### src/rtl/lsc_uart_rx_fifo.sv
// Buffered 8N1 UART receiver feeding a first-word-fall-through register FIFO.
// Flags framing errors and overruns with single-cycle pulses.
module lsc_uart_rx_fifo #(
    parameter logic [15:0] PERIOD     = 16'd867,
    parameter int unsigned DEPTH_LOG2 = 4
) (
    input  logic                  clk,
    input  logic                  reset,
    input  logic                  i_rxd,
    output logic [7:0]            o_dout,
    output logic                  o_valid,
    input  logic                  i_ready,
    output logic [DEPTH_LOG2:0]   o_count,
    output logic                  o_full,
    output logic                  o_frame_err,
    output logic                  o_overrun
);

    localparam int unsigned DEPTH = 1 << DEPTH_LOG2;
    localparam logic [DEPTH_LOG2:0] DEPTH_C = (DEPTH_LOG2 + 1)'(DEPTH);

    typedef enum logic [2:0] {
        S_IDLE,
        S_START,
        S_DATA,
        S_STOP,
        S_BREAK
    } state_t;

    state_t state_q, state_d;

    logic        sync1_q, rxd_s_q, rxd_prev_q;
    logic        fall;
    logic [15:0] cnt_q, cnt_d;
    logic [2:0]  idx_q, idx_d;
    logic [7:0]  shreg_q, shreg_d;
    logic        cnt_zero;
    logic        push;
    logic        frame_err_d, frame_err_q;
    logic        overrun_d, overrun_q;

    logic [7:0]            mem_q [DEPTH];
    logic [DEPTH_LOG2-1:0] wr_ptr_q, rd_ptr_q;
    logic [DEPTH_LOG2:0]   count_q;
    logic                  pop, full, wr_en;

    // Two-flop synchroniser plus one delayed copy for edge detection.
    always_ff @(posedge clk or posedge reset) begin
        if (reset) begin
            sync1_q    <= 1'b1;
            rxd_s_q    <= 1'b1;
            rxd_prev_q <= 1'b1;
        end else begin
            sync1_q    <= i_rxd;
            rxd_s_q    <= sync1_q;
            rxd_prev_q <= rxd_s_q;
        end
    end

    assign fall     = rxd_prev_q & ~rxd_s_q;
    assign cnt_zero = (cnt_q == 16'd0);

    always_ff @(posedge clk or posedge reset) begin
        if (reset) begin
            state_q <= S_IDLE;
        end else begin
            state_q <= state_d;
        end
    end

    always_comb begin
        state_d = state_q;
        unique case (state_q)
            S_IDLE:  if (fall) state_d = S_START;
            S_START: if (cnt_zero) state_d = rxd_s_q ? S_IDLE : S_DATA;
            S_DATA:  if (cnt_zero && idx_q == 3'd7) state_d = S_STOP;
            S_STOP:  if (cnt_zero) state_d = rxd_s_q ? S_IDLE : S_BREAK;
            S_BREAK: if (rxd_s_q) state_d = S_IDLE;
            default: state_d = S_IDLE;
        endcase
    end

    always_comb begin
        cnt_d       = cnt_q;
        idx_d       = idx_q;
        shreg_d     = shreg_q;
        push        = 1'b0;
        frame_err_d = 1'b0;
        unique case (state_q)
            S_IDLE: begin
                if (fall) cnt_d = PERIOD >> 1;
            end
            S_START: begin
                if (cnt_zero) begin
                    cnt_d = PERIOD;
                    idx_d = 3'd0;
                end else begin
                    cnt_d = cnt_q - 16'd1;
                end
            end
            S_DATA: begin
                if (cnt_zero) begin
                    shreg_d = {rxd_s_q, shreg_q[7:1]};
                    cnt_d   = PERIOD;
                    idx_d   = idx_q + 3'd1;
                end else begin
                    cnt_d = cnt_q - 16'd1;
                end
            end
            S_STOP: begin
                if (cnt_zero) begin
                    push        = rxd_s_q;
                    frame_err_d = ~rxd_s_q;
                end else begin
                    cnt_d = cnt_q - 16'd1;
                end
            end
            default: ;
        endcase
    end

    always_ff @(posedge clk or posedge reset) begin
        if (reset) begin
            cnt_q   <= 16'd0;
            idx_q   <= 3'd0;
            shreg_q <= 8'd0;
        end else begin
            cnt_q   <= cnt_d;
            idx_q   <= idx_d;
            shreg_q <= shreg_d;
        end
    end

    // A push into a full FIFO survives only if the head leaves in the same cycle.
    assign pop       = (count_q != '0) & i_ready;
    assign full      = (count_q == DEPTH_C);
    assign wr_en     = push & (~full | pop);
    assign overrun_d = push & full & ~pop;

    always_ff @(posedge clk or posedge reset) begin
        if (reset) begin
            for (int i = 0; i < DEPTH; i++) begin
                mem_q[i] <= 8'd0;
            end
            wr_ptr_q    <= '0;
            rd_ptr_q    <= '0;
            count_q     <= '0;
            frame_err_q <= 1'b0;
            overrun_q   <= 1'b0;
        end else begin
            if (wr_en) begin
                mem_q[wr_ptr_q] <= shreg_q;
                wr_ptr_q        <= wr_ptr_q + 1'b1;
            end
            if (pop) begin
                rd_ptr_q <= rd_ptr_q + 1'b1;
            end
            case ({wr_en, pop})
                2'b10:   count_q <= count_q + 1'b1;
                2'b01:   count_q <= count_q - 1'b1;
                default: ;
            endcase
            frame_err_q <= frame_err_d;
            overrun_q   <= overrun_d;
        end
    end

    assign o_dout      = mem_q[rd_ptr_q];
    assign o_valid     = (count_q != '0);
    assign o_count     = count_q;
    assign o_full      = full;
    assign o_frame_err = frame_err_q;
    assign o_overrun   = overrun_q;

endmodule

### config.mk
export PLATFORM = sky130hd
export DESIGN_NAME = lsc_uart_rx_fifo
export DESIGN_NICKNAME = d
export VERILOG_FILES = /design/src/rtl/lsc_uart_rx_fifo.sv
export SDC_FILE = /design/constraint.sdc
export NUM_CORES = 1
export LEC_CHECK = 0
export CORE_MARGIN = 2
export CORE_UTILIZATION = 58
export DETAILED_ROUTE_END_ITERATION = 10
export PLACE_DENSITY = 0.75
export SYNTH_ARGS = -nofsm -noshare
export SYNTH_HDL_FRONTEND = slang
export SYNTH_SLANG_ARGS = --single-unit
### constraint.sdc
create_clock -name clk -period 13.57 [get_ports clk]
set_input_delay 2.0355 -clock clk [delete_from_list [all_inputs] [get_ports clk]]
set_output_delay 2.0355 -clock clk [all_outputs]
set_load 0.05 [all_outputs]
==> impl_metrics.py, run 1 <==
metrics = {
    "sta": {
        "setup_viol": 0,
        "slew_headroom": 0.241,
        "maxSlewViolCount": 0,
        "fin_crit_sh": 0.401,
        "worstMarginPinSlew_ns": 1.13,
        "setup_tns_ns": 0,
        "period_needed_ns": 5.44,
        "worst_slack_ns": 8.13,
        "fmax_mhz": 184,
        "final-hold-violation-count": 0,
        "rsz0062_at_grt": "false",
        "fin_skew_ns": 0.0137,
    },
    "power_and_ir_drop": {
        "vdd_drop_max_mv": 0.0997,
        "p_per_area_nw_per_um2": 149,
        "power_switching_share": 0.327,
        "power.total_uw": 1430,
        "p_clk_frac": 0.346,
        "switching_power_uw": 468,
        "pwr-share-seq": 0.452,
        "comb_power_share": 0.202,
        "leakage_uw": 0.00440,
        "cell_internal_pwr_uw": 962,
    },
    "yosys": {
        "synth-seq-cells": 176,
        "muxShareOfSynthArea": 0.286,
        "syn_nets": 627,
        "synth-simple-area-share": 0.0996,
        "seq_area_frac_synth": 0.505,
        "async_reset_ff_frac": 1.00,
        "synth.avg_cell_area_um2": 14.3,
        "synth_top_family_by_area": "multiplexers",
        "netlist_area_um2": 8720,
        "synthCells": 612,
        "synth_cell_types": 67,
        "synthAdderAreaFrac": 0.0158,
        "synth-edff-count": 0,
        "ys_dominant_reg_cell": "dfrtp_1",
        "synth-xor-area-share": 0.0120,
        "yosysWarnings": 0,
        "synth_compound_area_frac": 0.0525,
    },
    "placement": {
        "placed_cell_area_um2": 9020,
        "pre_cts_slack_ns": 8.50,
        "place_inst": 777,
        "dpl.hpwl_um": 11700,
        "gp_congestion": 0.822,
        "io_buffers": 20,
    },
    "cells_and_area": {
        "antenna_cells": 0,
        "drive_above_1_share": 0.402,
        "fin_nets": 627,
        "syn_to_final_growth_pct": 10.1,
        "multiInputGateArea_um2": 4080,
        "regArea_um2": 4410,
        "final_cell_count_no_fill": 808,
        "fillers": 997,
        "finalInstanceArea_um2": 9610,
    },
    "clock_network": {
        "clk_pin_slew_worst_paths_ns": 0.07,
        "htree_levels": 4,
        "cts_hold_buf": 0,
        "cts_made_buffers": 17,
        "cts.path.max_buffers": 2,
        "clkSinkCount": 176,
        "cts_resized": 0,
        "cts_tree": "yes",
        "insertion_delay_ns": 0.43,
        "clockRootBuffer": "clkbuf_16",
        "cts_setup_buffers": 0,
    },
    "critical_path": {
        "worst-setup-path-type": "register to primary output",
        "critPathTopFamily": "multiplexers",
        "setup.worst_path.start_class": "register",
        "crit_required_ns": 11.53,
        "arrival_ns": 3.40,
        "r2r_end": "o_count[4]$_DFFE_PP0P_",
        "critical_path.max_fanout": 35,
        "worst_path_largest_cell_delay_ns": 1.10,
        "r2r-start": "cnt_q[10]$_DFFE_PP0P_",
        "cp-end-kind": "primary output",
        "critical_path_buf_inv_count": 1,
        "crit_top_cell": "mux4_2",
        "worst-r2r-setup-slack_ns": 10.04,
        "reg2regPathDepth": 11,
        "crit_chain": "mux4_2 -> mux4_2 -> clkdlybuf4s50_1",
        "slowest_stage": "dfrtp_2",
    },
    "die": {
        "io_pins": 21,
        "rows": 44,
        "coreArea_um2": 14600,
        "fp.dieArea_um2": 16000,
        "die_w_um": 127,
        "die_h_um": 127,
        "start_util": 0.598,
    },
    "grt": {
        "grtUsageTotal": 0.247,
        "grt_pass1_wl_um": 30300,
        "grt_pass1_vias": 5580,
        "antenna_found_initial": 0,
        "overflow": 0,
        "grt_max_degree": 118,
    },
    "min_path": {
        "hold_start": "sync1_q$_DFF_PP1_",
        "hold_end": "rxd_s_q$_DFF_PP1_",
        "hp-class": "register to register",
        "holdPathStages": 0,
    },
    "detailed_routing": {
        "drt-total-wl_um": 18800,
        "wl_per_cell_um": 23.3,
        "vias": 5318,
        "first_pass_iters": 6,
        "first_iter_violations": 466,
        "avgViaCountPerCell": 6.58,
        "postRouteAntennaNets": 0,
        "drc": 0,
    },
    "flow_run": {
        "max_cap_violations": 0,
    },
    "outcome": {
        "outcome": "finished, final reports clean",
    },
}
[cells in the mapped netlist, types with 4 or more instances]
master    count  share of area
o311ai_0      4         0.0040
nor3_1        4         0.0023
buf_1         9         0.0039
nand2_1      14         0.0060
nor2b_1       5         0.0036
or3_1         6         0.0043
o21ai_0       6         0.0034
nand4_1       5         0.0036
ha_1         11          0.016
a21oi_1       8         0.0046
a31oi_1       7         0.0050
nor2_1       15         0.0065
nor4_1        9         0.0065
nand4b_1      5         0.0050
xnor2_1       7         0.0070
nor4_4        4         0.0098
clkbuf_1     22         0.0095
nand3_1       4         0.0023
o211ai_1      7         0.0060
mux4_2       40           0.10
mux2_2      139           0.18
nand3_4       9          0.018
inv_1        14         0.0060
buf_2        10         0.0057
or4b_2        4         0.0046
dfrtp_1     173           0.50
xor2_1        5         0.0050
[power by group through the flow]
stage                     Clock, uW  Sequential (uW)  Combinational, uW
after floorplan                   0              615                250
after global placement            0              651                275
after detailed placement          0              657                285
after CTS                       499              648                286
after global routing            522              659                310
final                           495              647                288
[cell families after synthesis]
family,after synthesis
DFF,176
and+or+nand+nor,111
buffers and inverters,58
adders and majority gates,11
muxes,182
AOI/OAI and AO/OA,62
xor gates and xnor gates,12
[state kept, by name (all words and copies together) (netlist names)]
name         cells
o_frame_err      1
wr_ptr_q         4
mem_q          128
rxd_s_q          1
o_count          5
rxd_prev_q       1
state_q          3
sync1_q          1
idx_q            3
cnt_q           16
o_overrun        1
shreg_q          8
rd_ptr_q         4
[layout by cell type, fill, tap and decap left out, types with 4 or more instances in the layout]
cell type,count
or4b_2,4
nand4_1,5
o311ai_0,4
xor2_1,5
nor2_1,15
nor3_1,4
nand4b_1,5
o211ai_1,7
mux4_2,40
nand3_4,9
a31oi_1,7
nor4_4,4
nand2_1,14
mux2_2,139
o21ai_0,6
clkdlybuf4s50_1,20
inv_1,13
clkbuf_16,17
nor2b_1,5
buf_4,5
dfrtp_1,172
a21oi_1,8
or3_1,6
inv_6,5
nand3_1,4
ha_1,11
xnor2_1,7
nor4_1,9
[cell type report]
| class | count | area share |
|---|---|---|
| timing repair buffer | 25 | 0.0247 |
| clock inverter | 12 | 0.0152 |
| tap | 184 | 0.0240 |
| multi-input combinational | 378 | 0.425 |
| clock buffer | 19 | 0.0461 |
| sequential | 176 | 0.459 |
| inverter | 14 | 0.00599 |
[worst register-to-register path, stage by stage, from the launching register on]
cell and delay, ns:
dfrtp_1 0.44, or4_1 0.86, nor2_1 0.20, buf_4 0.24, nand4_1 0.28, ha_1 0.41, xor2_1 0.19, ha_1 0.22
and3b_1 0.17, o21ai_0 0.17, a31oi_1 0.13, xnor2_1 0.13
[metrics by stage]
step / utilization / hold WS [ns]
floorplan: - / 0.345
global placement: 0.618 / 0.346
detailed placement: 0.618 / 0.357
CTS: 0.658 / 0.367
global route: 0.658 / 0.372
finish: 0.658 / 0.367
[worst max-delay path by stage]
stage	end	slack, ns	cells after the start	start
global placement	o_dout[6]	8.54	3	rd_ptr_q[0]$_DFFE_PP0P_
global route	o_dout[7]	7.94	3	rd_ptr_q[0]$_DFFE_PP0P_
detailed placement	o_dout[6]	8.50	3	rd_ptr_q[0]$_DFFE_PP0P_
floorplan	cnt_q[0]$_DFFE_PP0P_	6.77	1	reset
CTS	o_dout[6]	8.04	3	rd_ptr_q[0]$_DFFE_PP0P_
finish	o_dout[7]	8.13	3	rd_ptr_q[0]$_DFFE_PP0P_
[metal layers]
metal  wire length (um)  vias up  global-route usage
li1                   -     2331                   -
met1               8200     2816               0.335
met4                537        0               0.103
met3                717       45              0.0443
met5                  0        -                   0
met2               9360      126               0.398
(Power assumes the default switching activity.)
==> run 2, diff against run 1 <==
Clock period 13.57 ns to 5.35 ns, I/O delays scaled along.
==> run 2 against run 1 <==
Sequential share of layout area is 0.23 points lower; sequential power is 150% higher; final area is 0.49% higher; non-clock buffer count is 3 higher; wire length is 1.2% lower; via count is 0.70% lower; hold slack hardly changed; first-iteration DRC count is 6.2% higher; count of clock-buffer cells in the layout is 1 higher; utilization is 0.33 points higher; critical path type unchanged; highest routed layer unchanged.
==> impl_metrics.py, run 2 (synthesis results as in run 1) <==
metrics = {
    "critical_path": {
        "reg2regPathDepth": 12,
        "worst_path_largest_cell_delay_ns": 0.80,
        "arrival_ns": 3.33,
        "slowest_stage": "dfrtp_2",
        "crit_chain": "buf_4 -> mux4_2 -> mux4_2 -> clkdlybuf4s50_1",
        "setup.worst_path.start_class": "register",
        "critical_path_buf_inv_count": 2,
        "critPathTopFamily": "buffers and inverters",
        "critical_path.max_fanout": 19,
        "path_depth": 4,
        "crit_top_cell": "mux4_2",
        "worst-setup-path-type": "register to primary output",
        "crit_required_ns": 4.55,
        "cp-end-kind": "primary output",
    },
    "detailed_routing": {
        "vias": 5281,
        "first_pass_iters": 4,
        "drc": 0,
        "drt-total-wl_um": 18600,
        "wl_per_cell_um": 22.9,
        "first_iter_violations": 495,
        "postRouteAntennaNets": 0,
        "avgViaCountPerCell": 6.50,
    },
    "cells_and_area": {
        "final_common_cell": "dfrtp_1",
        "antenna_cells": 0,
        "fillers": 1000,
        "final_cell_count_no_fill": 812,
        "drive_above_1_share": 0.406,
        "top_register": "mem_q",
        "largestRegisters": "mem_q: 128 flops, cnt_q: 16 flops, shreg_q: 8 flops",
        "largest_register_ffs": 128,
        "syn_to_final_growth_pct": 10.7,
        "final_cell_mix": "dfrtp_1, mux2_2, mux4_2",
        "fin_nets": 630,
    },
    "placement": {
        "dpl.hpwl_um": 11700,
        "place_inst": 780,
        "io_buffers": 20,
        "gp_congestion": 0.820,
    },
    "sta": {
        "maxSlewViolCount": 0,
        "worstMarginPinSlew_ns": 1.08,
        "fin_skew_ns": 0.0121,
        "fmax_mhz": 242,
        "rsz0062_at_grt": "false",
        "slew_headroom": 0.274,
        "setup_viol": 0,
        "setup_tns_ns": 0,
        "final-hold-violation-count": 0,
        "period_needed_ns": 4.13,
        "fin_crit_sh": 0.772,
    },
    "die": {
        "start_util": 0.598,
        "rows": 44,
        "die_h_um": 127,
        "io_pins": 21,
        "fp.dieArea_um2": 16000,
        "coreArea_um2": 14600,
        "die_w_um": 127,
    },
    "grt": {
        "grt_pass1_wl_um": 30900,
        "overflow": 0,
        "grtUsageTotal": 0.251,
        "antenna_found_initial": 0,
        "grt_max_degree": 153,
        "grt_pass1_vias": 5588,
    },
    "power_and_ir_drop": {
        "leakage_uw": 0.00443,
        "p_clk_frac": 0.348,
        "comb_power_share": 0.212,
        "switching_power_uw": 1170,
        "p_per_area_nw_per_um2": 377,
        "cell_internal_pwr_uw": 2460,
        "power_switching_share": 0.323,
        "vdd_drop_max_mv": 0.255,
        "pwr-share-seq": 0.441,
    },
    "clock_network": {
        "clockRootBuffer": "clkbuf_16",
        "clk_pin_slew_worst_paths_ns": 0.07,
        "cts.path.max_buffers": 2,
        "htree_levels": 4,
        "cts_resized": 0,
        "clkSinkCount": 176,
        "cts_made_buffers": 17,
        "cts_hold_buf": 0,
        "insertion_delay_ns": 0.43,
        "cts_setup_buffers": 0,
        "cts_tree": "yes",
    },
    "min_path": {
        "hp-class": "register to register",
        "holdPathStages": 0,
    },
    "flow_run": {
        "max_cap_violations": 0,
    },
    "outcome": {
        "outcome": "finished, final reports clean",
    },
}
## run 2: layout make-up
type / instances / area [um^2] / share of cell area
Clock inverter: 12 / 146 / 0.0152
Timing Repair Buffer: 28 / 273 / 0.0283
Tap cell: 184 / 230 / 0.0238
Clock buffer: 20 / 457 / 0.0473
Multi-Input combinational cell: 378 / 4080 / 0.423
Sequential cell: 176 / 4410 / 0.457
Inverter: 14 / 56.3 / 0.00583
## run 2: path summary, 6_finish.rpt
path	endpoint	slack, ns	start
setup / recovery	o_dout[2]	1.22	rd_ptr_q[0]$_DFFE_PP0P_
hold / removal	rxd_s_q$_DFF_PP1_	0.37	sync1_q$_DFF_PP1_
setup reg to reg	o_count[4]$_DFFE_PP0P_	1.87	cnt_q[0]$_DFFE_PP0P_
hold reg to reg	rxd_s_q$_DFF_PP1_	0.37	sync1_q$_DFF_PP1_
max in group asynchronous	o_frame_err$_DFF_PP0_	3.41	reset
min in group asynchronous	mem_q[53]$_DFFE_PP0P_	0.78	reset
## run 2: layer usage
| metal | vias to the layer above | GRT usage | part of all wire |
|---|---|---|---|
| met5 | - | 0 | 0 |
| met4 | 0 | 0.0834 | 0.015 |
| li1 | 2344 | - | - |
| met2 | 115 | 0.409 | 0.52 |
| met3 | 21 | 0.0493 | 0.039 |
| met1 | 2801 | 0.344 | 0.43 |
## run 2: worst reg2reg max path, cell delays in order (launching register included)
cell and delay, ns:
dfrtp_1 0.44, inv_1 0.08, ha_1 0.19, or3b_2 0.59, nor2_1 0.35, nand4_1 0.34
ha_1 0.41, xor2_1 0.18, ha_1 0.22, and3b_1 0.16, o21ai_0 0.14, a31oi_1 0.12
xnor2_1 0.13
## run 2: power by group through the flow
stage          logic, uW  clock network (uW)  registers [uW]
6_report             771                1270            1600
5_1_grt              843                1340            1620
4_1_cts              777                1280            1600
3_5_place_dp         773                   0            1630
3_3_place_gp         745                   0            1620
2_1_floorplan        633                   0            1560
## run 2: metrics by stage
step	area (um^2)	hold WS, ns	power (uW)	worst slack [ns]	utilization
2_1_floorplan	8730	0.345	2190	2.17	-
3_5_place_dp	9050	0.359	2400	1.64	0.620
4_1_cts	9650	0.369	3660	1.17	0.662
6_report	9650	0.367	3640	1.22	0.662
5_1_grt	9650	0.374	3810	1.08	0.662
3_3_place_gp	9050	0.346	2360	1.69	0.620
